<file path="src/rtl/vfpu_pkg.sv">
// Shared definitions for the vector FPU special-case merge stage.
// Optional feature macro: VFPU_EXC_FLAGS_EN (sticky exception flags and the kind field).
package vfpu_pkg;

  localparam int unsigned RES_W  = 32;
  localparam int unsigned KIND_W = 3;
  localparam int unsigned FLAG_W = 5;

  // Special-case classification from the upstream handler; 7 is reserved and acts as none
  typedef enum logic [KIND_W-1:0] {
    KIND_NONE    = 3'd0,
    KIND_NAN     = 3'd1,
    KIND_INVALID = 3'd2,
    KIND_OVF     = 3'd3,
    KIND_UNF     = 3'd4,
    KIND_ZERO    = 3'd5,
    KIND_INF     = 3'd6,
    KIND_RSVD    = 3'd7
  } spec_kind_e;

  // Sticky flag bit positions within {NV, OF, UF, NX, SN}
  localparam int unsigned FLAG_NV = 4;
  localparam int unsigned FLAG_OF = 3;
  localparam int unsigned FLAG_UF = 2;
  localparam int unsigned FLAG_NX = 1;
  localparam int unsigned FLAG_SN = 0;

  localparam logic [RES_W-1:0] QNAN = 32'h7FC0_0000;

  // One delay-line slot; the kind field only travels when flags are tracked
  typedef struct packed {
    logic             valid;
    logic             mask;
    logic [RES_W-1:0] res;
`ifdef VFPU_EXC_FLAGS_EN
    spec_kind_e       kind;
`endif
  } dline_entry_t;

  // Flag contribution of a special case that overrode the datapath
  function automatic logic [FLAG_W-1:0] kind_flags(input spec_kind_e kind);
    logic [FLAG_W-1:0] f;
    f = '0;
    case (kind)
      KIND_NAN: begin
        f[FLAG_SN] = 1'b1;
        f[FLAG_NV] = 1'b1;
      end
      KIND_INVALID: f[FLAG_NV] = 1'b1;
      KIND_OVF: begin
        f[FLAG_OF] = 1'b1;
        f[FLAG_NX] = 1'b1;
      end
      KIND_UNF: f[FLAG_UF] = 1'b1;
      default:  f = '0;
    endcase
    return f;
  endfunction

endpackage

</file>
<file path="src/rtl/vfpu_spec_dline.sv">
// LAT-deep delay line for special-case decisions, advancing in lockstep with the FMA datapath.
// Optional feature macro: VFPU_EXC_FLAGS_EN (entries carry the kind field).
module vfpu_spec_dline
  import vfpu_pkg::*;
#(
  parameter int unsigned LAT = 4
) (
  input  logic         clk,
  input  logic         rst,
  input  logic         en,
  input  logic         clr,
  input  dline_entry_t din,
  output dline_entry_t tail
);

  dline_entry_t q [LAT];

  // Shift on enable; a clear kills every valid bit but leaves the data fields alone
  always_ff @(posedge clk or posedge rst) begin
    if (rst) begin
      for (int unsigned i = 0; i < LAT; i++) begin
        q[i] <= '0;
      end
    end else begin
      if (en) begin
        q[0] <= din;
        for (int unsigned i = 1; i < LAT; i++) begin
          q[i] <= q[i-1];
        end
      end
      if (clr) begin
        for (int unsigned i = 0; i < LAT; i++) begin
          q[i].valid <= 1'b0;
        end
      end
    end
  end

  assign tail = q[LAT-1];

endmodule

</file>
<file path="src/rtl/vfpu_spec_merge.sv">
// FMA lane tail: merges special-case results with the datapath result behind a valid/ready
// output register. Optional feature macro: VFPU_EXC_FLAGS_EN (sticky IEEE flags, flag_clr/flags ports).
module vfpu_spec_merge
  import vfpu_pkg::*;
#(
  parameter int unsigned LAT = 4
) (
  input  logic              clk,
  input  logic              rst,
  input  logic              in_valid,
  output logic              in_ready,
  input  logic              spec_mask,
  input  logic [RES_W-1:0]  res_spec,
  input  logic [KIND_W-1:0] spec_kind,
  output logic              pipe_adv,
  input  logic [RES_W-1:0]  dp_res,
  input  logic              dp_ovf,
  input  logic              dp_unf,
  input  logic              dp_inx,
  input  logic              flush,
  output logic              out_valid,
  input  logic              out_ready,
  output logic [RES_W-1:0]  out_res
`ifdef VFPU_EXC_FLAGS_EN
  ,
  input  logic              flag_clr,
  output logic [FLAG_W-1:0] flags
`endif
);

  logic             adv;
  logic             load_c;
  logic [RES_W-1:0] res_sel_c;
  dline_entry_t     din;
  dline_entry_t     tail;

  // Whole lane moves whenever the output slot is empty or being drained
  assign adv      = ~out_valid | out_ready;
  assign in_ready = adv;
  assign pipe_adv = adv;

  // Pack the handler decision into the head entry; flush drops a same-cycle issue
  always_comb begin
    din       = '0;
    din.valid = in_valid;
    din.mask  = spec_mask;
    din.res   = res_spec;
`ifdef VFPU_EXC_FLAGS_EN
    din.kind  = spec_kind_e'(spec_kind);
`endif
  end

  vfpu_spec_dline #(
    .LAT (LAT)
  ) u_dline (
    .clk  (clk),
    .rst  (rst),
    .en   (adv),
    .clr  (flush),
    .din  (din),
    .tail (tail)
  );

  assign load_c    = adv & tail.valid & ~flush;
  assign res_sel_c = tail.mask ? tail.res : dp_res;

  // Output register: takes the tail on advance, keeps its last result when the tail is empty
  always_ff @(posedge clk or posedge rst) begin
    if (rst) begin
      out_valid <= 1'b0;
      out_res   <= '0;
    end else if (flush) begin
      out_valid <= 1'b0;
    end else if (adv) begin
      out_valid <= tail.valid;
      if (tail.valid) begin
        out_res <= res_sel_c;
      end
    end
  end

`ifdef VFPU_EXC_FLAGS_EN
  logic [FLAG_W-1:0] flag_add_c;

  // Special kinds only count when they actually overrode the datapath
  always_comb begin
    flag_add_c = '0;
    if (tail.mask) begin
      flag_add_c = kind_flags(tail.kind);
    end else begin
      flag_add_c[FLAG_OF] = dp_ovf;
      flag_add_c[FLAG_UF] = dp_unf;
      flag_add_c[FLAG_NX] = dp_inx;
    end
  end

  // Sticky flags: clear happens before the new contribution is ORed in
  always_ff @(posedge clk or posedge rst) begin
    if (rst) begin
      flags <= '0;
    end else begin
      flags <= (flag_clr ? FLAG_W'(0) : flags) | (load_c ? flag_add_c : FLAG_W'(0));
    end
  end
`else
  logic unused_flag_inputs;
  assign unused_flag_inputs = ^{spec_kind, dp_ovf, dp_unf, dp_inx, load_c};
`endif

endmodule

</file>
<file path="config.mk">
export PLATFORM = sky130hd
export DESIGN_NAME = vfpu_spec_merge
export DESIGN_NICKNAME = d
export VERILOG_FILES = /design/src/rtl/vfpu_pkg.sv /design/src/rtl/vfpu_spec_dline.sv /design/src/rtl/vfpu_spec_merge.sv
export SDC_FILE = /design/constraint.sdc
export NUM_CORES = 1
export LEC_CHECK = 0
export CAP_MARGIN = 25
export CORE_ASPECT_RATIO = 0.8
export CORE_MARGIN = 2
export CORE_UTILIZATION = 45
export CTS_CLUSTER_SIZE = 28
export DETAILED_ROUTE_END_ITERATION = 10
export PLACE_DENSITY_LB_ADDON = 0.08
export SYNTH_ARGS = -nofsm -noshare
export SYNTH_HDL_FRONTEND = slang
export SYNTH_SLANG_ARGS = --single-unit
</file>
<file path="constraint.sdc">
create_clock -name clk -period 6.1 [get_ports clk]
set_input_delay 1.22 -clock clk [delete_from_list [all_inputs] [get_ports clk]]
set_output_delay 1.22 -clock clk [all_outputs]
set_load 0.01 [all_outputs]
</file>
# Word level (Yosys, flattened, before mapping)
# Index checks and enable logic that the tools add are counted.
# W data, S select, Z words.
[classes]
muxes = 8
n_bitwise = 3
reduce_logical = 2
[ops]
columns = ["operator", "n"]
rows = [
  ["$mux W136", 1],
  ["$mux W32", 1],
  ["$mux W1", 6],
  ["$reduce_and A3 Y1", 1],
  ["$not A1 Y1", 2],
  ["$reduce_bool A2 Y1", 1],
  ["$or A1 B1 Y1", 1],
]
[totals]
register_bits = 169
input_bits = 76
out_inout_bits = 35
elab_cells = 27

# Longest topological paths before layout
[depth]
ltp_word = 4
mapped_depth = 6
ltp_nobuf = 4

# Cells and area by module
# From an unflattened synthesis, not the netlist that was laid out.
[hier_totals]
cells_unflattened = 437
hier_area_um2 = 7148.1
[modules_own_cells]
columns = ["module", "instances", "cells_per_inst", "area_each_um2", "seq_area_each_um2"]
rows = [
  ["vfpu_spec_dline", 1, 326, 5451.5, 3403.3],
  ["vfpu_spec_merge", 1, 111, 1696.6, 825.8],
]

# Worst setup path after synthesis
# OpenSTA, ideal clock, no wires.
[synth_path]
path_type = "input-to-output"
start = "input out_ready"
end = "output pipe_adv"
arrival_ps = 1911
t_required_ps = 4880
setup_slack_ps = 2969
cell_stages = 5
n_path_buf = 3
cell_sequence = "nor2b_4 -> inv_1 -> clkbuf_1 -> buf_2 -> buf_4"
[synth_via]
elab_chain_cells = 1
[synth_rtl]
columns = ["item", "line_no", "source"]
rows = [
  ["from (decl)", "vfpu_spec_merge.sv:22", "input logic out_ready,"],
  ["$or A1 B1 Y1", "vfpu_spec_merge.sv:38", "assign adv = ~out_valid | out_ready;"],
  ["to (decl)", "vfpu_spec_merge.sv:15", "output logic pipe_adv,"],
]
# No other way between the ends.

# Worst setup path after layout
[layout_path]
start = "input out_ready"
end = "output in_ready"
[layout_via]
elab_chain_cells = 1
[layout_rtl]
columns = ["item", "line_no", "source"]
rows = [
  ["$or A1 B1 Y1", "vfpu_spec_merge.sv:38", ""],
  ["to (decl)", "vfpu_spec_merge.sv:11", "output logic in_ready,"],
]
# No other way between the ends.

==> results.sh <==
export IMPL_status="completed"
export IMPL_antenna_found_initial=0
export IMPL_final_period_minus_worst_setup_slack_ns=4.12
export IMPL_path_cells="clkdlybuf4s50_1, nor2b_4, inv_4, clkdlybuf4s50_1"
export IMPL_min_path_type="reg -> reg"
export IMPL_numClockSinks=169
export IMPL_hold_viol_final=0
export IMPL_grt_remaining_overflow=0
export IMPL_min_path_cells=2
export IMPL_fp_dieW_microns=141
export IMPL_drv_slew=0
export IMPL_r2r_slack_ns=3.72
export IMPL_dieArea_sq_mm=0.0161
export IMPL_slew_headroom_pct=51.4
export IMPL_wl_per_cell_microns=13.6
export IMPL_rows=40
export IMPL_firstDrtPassIters=5
export IMPL_fp_coreArea_sq_mm=0.0149
export IMPL_critPathLaunch="out_ready"
export IMPL_grt_setup_unrepaired="false"
export IMPL_drv_cap=0
export IMPL_cts_setup_buffers=0
export IMPL_place_gp_congestion=0.735
export IMPL_critPathMostFrequentCell="clkdlybuf4s50_1"
export IMPL_pin_count=111
export IMPL_finClkSkew_ns=0.00522
export IMPL_crit_fanout=63
export IMPL_syn_area_per_cell_sq_um=9.93
export IMPL_yosys_register_bits=169
export IMPL_finalSetupViolCount=0
export IMPL_syn_num_nets=761
export IMPL_worst_setup_path_type="in -> out"
export IMPL_area_growth_pct=25.5
export IMPL_ys_types=13
export IMPL_vias=4615
export IMPL_pre_cts_ws_ns=1.96
export IMPL_syn_inst=685
export IMPL_cpMaxStageDelayCell="clkdlybuf4s50_1"
export IMPL_clk_pin_slew_ns=0.06
export IMPL_worstHoldStart="u_dline.q[117]"
export IMPL_hpwl_mm=8.47
export IMPL_power_static_leakage_nw=4.18
export IMPL_worstReg2RegEnd="out_res[30]"
export IMPL_drive_gt1_share_pct=13.5
export IMPL_fin_crit_sh_pct=67.6
export IMPL_setup_ws_ns=1.98
export IMPL_initial_core_util_pct=45.6
export IMPL_postCtsHoldBufs=0
export IMPL_fin_nets=853
export IMPL_vias_per_cell=4.71
export IMPL_clk_latency_ns=0.42
export IMPL_worst_pin_slew_ns=0.729
export IMPL_numPortBuffers=104
export IMPL_cts_resized_gates=0
export IMPL_cts_buffer_depth=2
export IMPL_grt_pass1_vias=4516
export IMPL_drc=0
export IMPL_final_cell_mix="404 x nand2_1, 169 x dfrtp_1, 104 x clkdlybuf4s50_1, 54 x mux2_2, 17 x clkbuf_16"
export IMPL_maxClockFrequency_mhz=242
export IMPL_r2r_start="out_valid"
export IMPL_ant_nets=0
export IMPL_clockRootBuffer="clkbuf_16"
export IMPL_grt_usage_pct=17.8
export IMPL_start_kind="input pin"
export IMPL_worst_ep_required_time_ns=4.88
export IMPL_reg2reg_depth=5
export IMPL_setup_tns_ns=0
export IMPL_pwr_density_cell_mw_per_mm2=319
export IMPL_cts_buffers=17
export IMPL_netlist_area_sq_mm=0.00680
export IMPL_grt_pass1_wl_mm=22.6
export IMPL_htree_levels=4
export IMPL_wirelength_mm=13.3
export IMPL_diodes=0
export IMPL_ir_drop_uv=186
export IMPL_cts_tree="done"
export IMPL_critical_path_endpoint="in_ready"
export IMPL_die_h_microns=114
export IMPL_final_common_cell="nand2_1"
export IMPL_grt_max_degree=77
export IMPL_arrival_ns=2.90
export IMPL_slowest_delay_ns=0.66
export IMPL_dr_first_iter_drc_count=339
export IMPL_ys_warn_count=0
export IMPL_seq_area_frac_synth_pct=62.2
export IMPL_cp_end_kind="output pin"
[cell families (layout without fill, tap and decap cells)]
kind of cell    count (synthesis)  in the layout  synth area share, %
compound gates                  4              4                0.294
flops                         169            169                 62.2
mux                            64             64                 11.2
simple gates                  408            408                 22.9
buf+inv                        40            145                 3.46
[critical path, delay by kind of cell]
kind	cells	cell delay (ns)
buffers and inverters	3	1.62
AND/OR/NAND/NOR	1	0.06
[metal layers]
| metal | global-route usage (%) | up-vias | share of wire (%) |
|---|---|---|---|
| met2 | 23.9 | 113 | 39 |
| li1 | - | 2303 | - |
| met4 | 5.20 | 0 | 0.86 |
| met1 | 28.2 | 2189 | 55 |
| met5 | 0 | - | 0 |
| met3 | 4.62 | 10 | 4.6 |
[synthesized netlist by cell type]
cell | instances | area (sq um)
nand2_1 | 404 | 1520
a21oi_1 | 4 | 20.0
nor2_1 | 2 | 7.51
buf_6 | 6 | 67.6
clkbuf_1 | 2 | 7.51
dfrtp_1 | 169 | 4230
nor2b_4 | 1 | 13.8
buf_4 | 1 | 7.51
mux2_4 | 10 | 150
buf_2 | 29 | 145
mux2_2 | 54 | 608
inv_1 | 2 | 7.51
nor3b_4 | 1 | 18.8
[through the flow]
step	std cells	area (sq um)	util [%]	total power, mW	hold slack (ns)
floorplan	685	6800	-	1.45	0.433
global placement	947	7910	53.0	1.62	0.449
detailed placement	947	7910	53.0	1.63	0.455
CTS	979	8540	57.2	2.76	0.469
global route	979	8540	57.2	2.85	0.489
finish	979	8540	57.2	2.73	0.463
[flip-flops by register name, summed over array words and instances (netlist names)]
| name | count |
|---|---|
| u_dline.q | 102 |
| u_dline.tail | 34 |
| out_res | 32 |
| out_valid | 1 |
[power breakdown]
part	total, mW	switching (mW)	internal (mW)	leakage (nW)
registers	1.28	0.0597	1.22	2.02
logic	0.321	0.124	0.198	1.85
clock network	1.12	0.418	0.703	0.309
total	2.73	0.602	2.12	4.18
[worst min-delay path by stage]
| stage | to | slack (ns) |
|---|---|---|
| 6_report | u_dline.q[117] | 0.46 |
| 3_5_place_dp | u_dline.q[85] | 0.46 |
| 3_3_place_gp | u_dline.tail[16] | 0.45 |
| 5_1_grt | u_dline.q[123] | 0.49 |
| 4_1_cts | u_dline.q[117] | 0.47 |
| 2_1_floorplan | u_dline.tail[0] | 0.43 |
[layout make-up]
| type | instances | area (sq um) |
|---|---|---|
| Timing Repair Buffer | 111 | 1090 |
| Clock buffer | 19 | 453 |
| Multi-Input combinational cell | 476 | 2330 |
| Inverter | 2 | 15.0 |
| Tap cell | 189 | 236 |
| Fill cell | 1278 | 6380 |
| Clock inverter | 13 | 174 |
| Sequential cell | 169 | 4230 |
(Power assumes the default switching activity.)
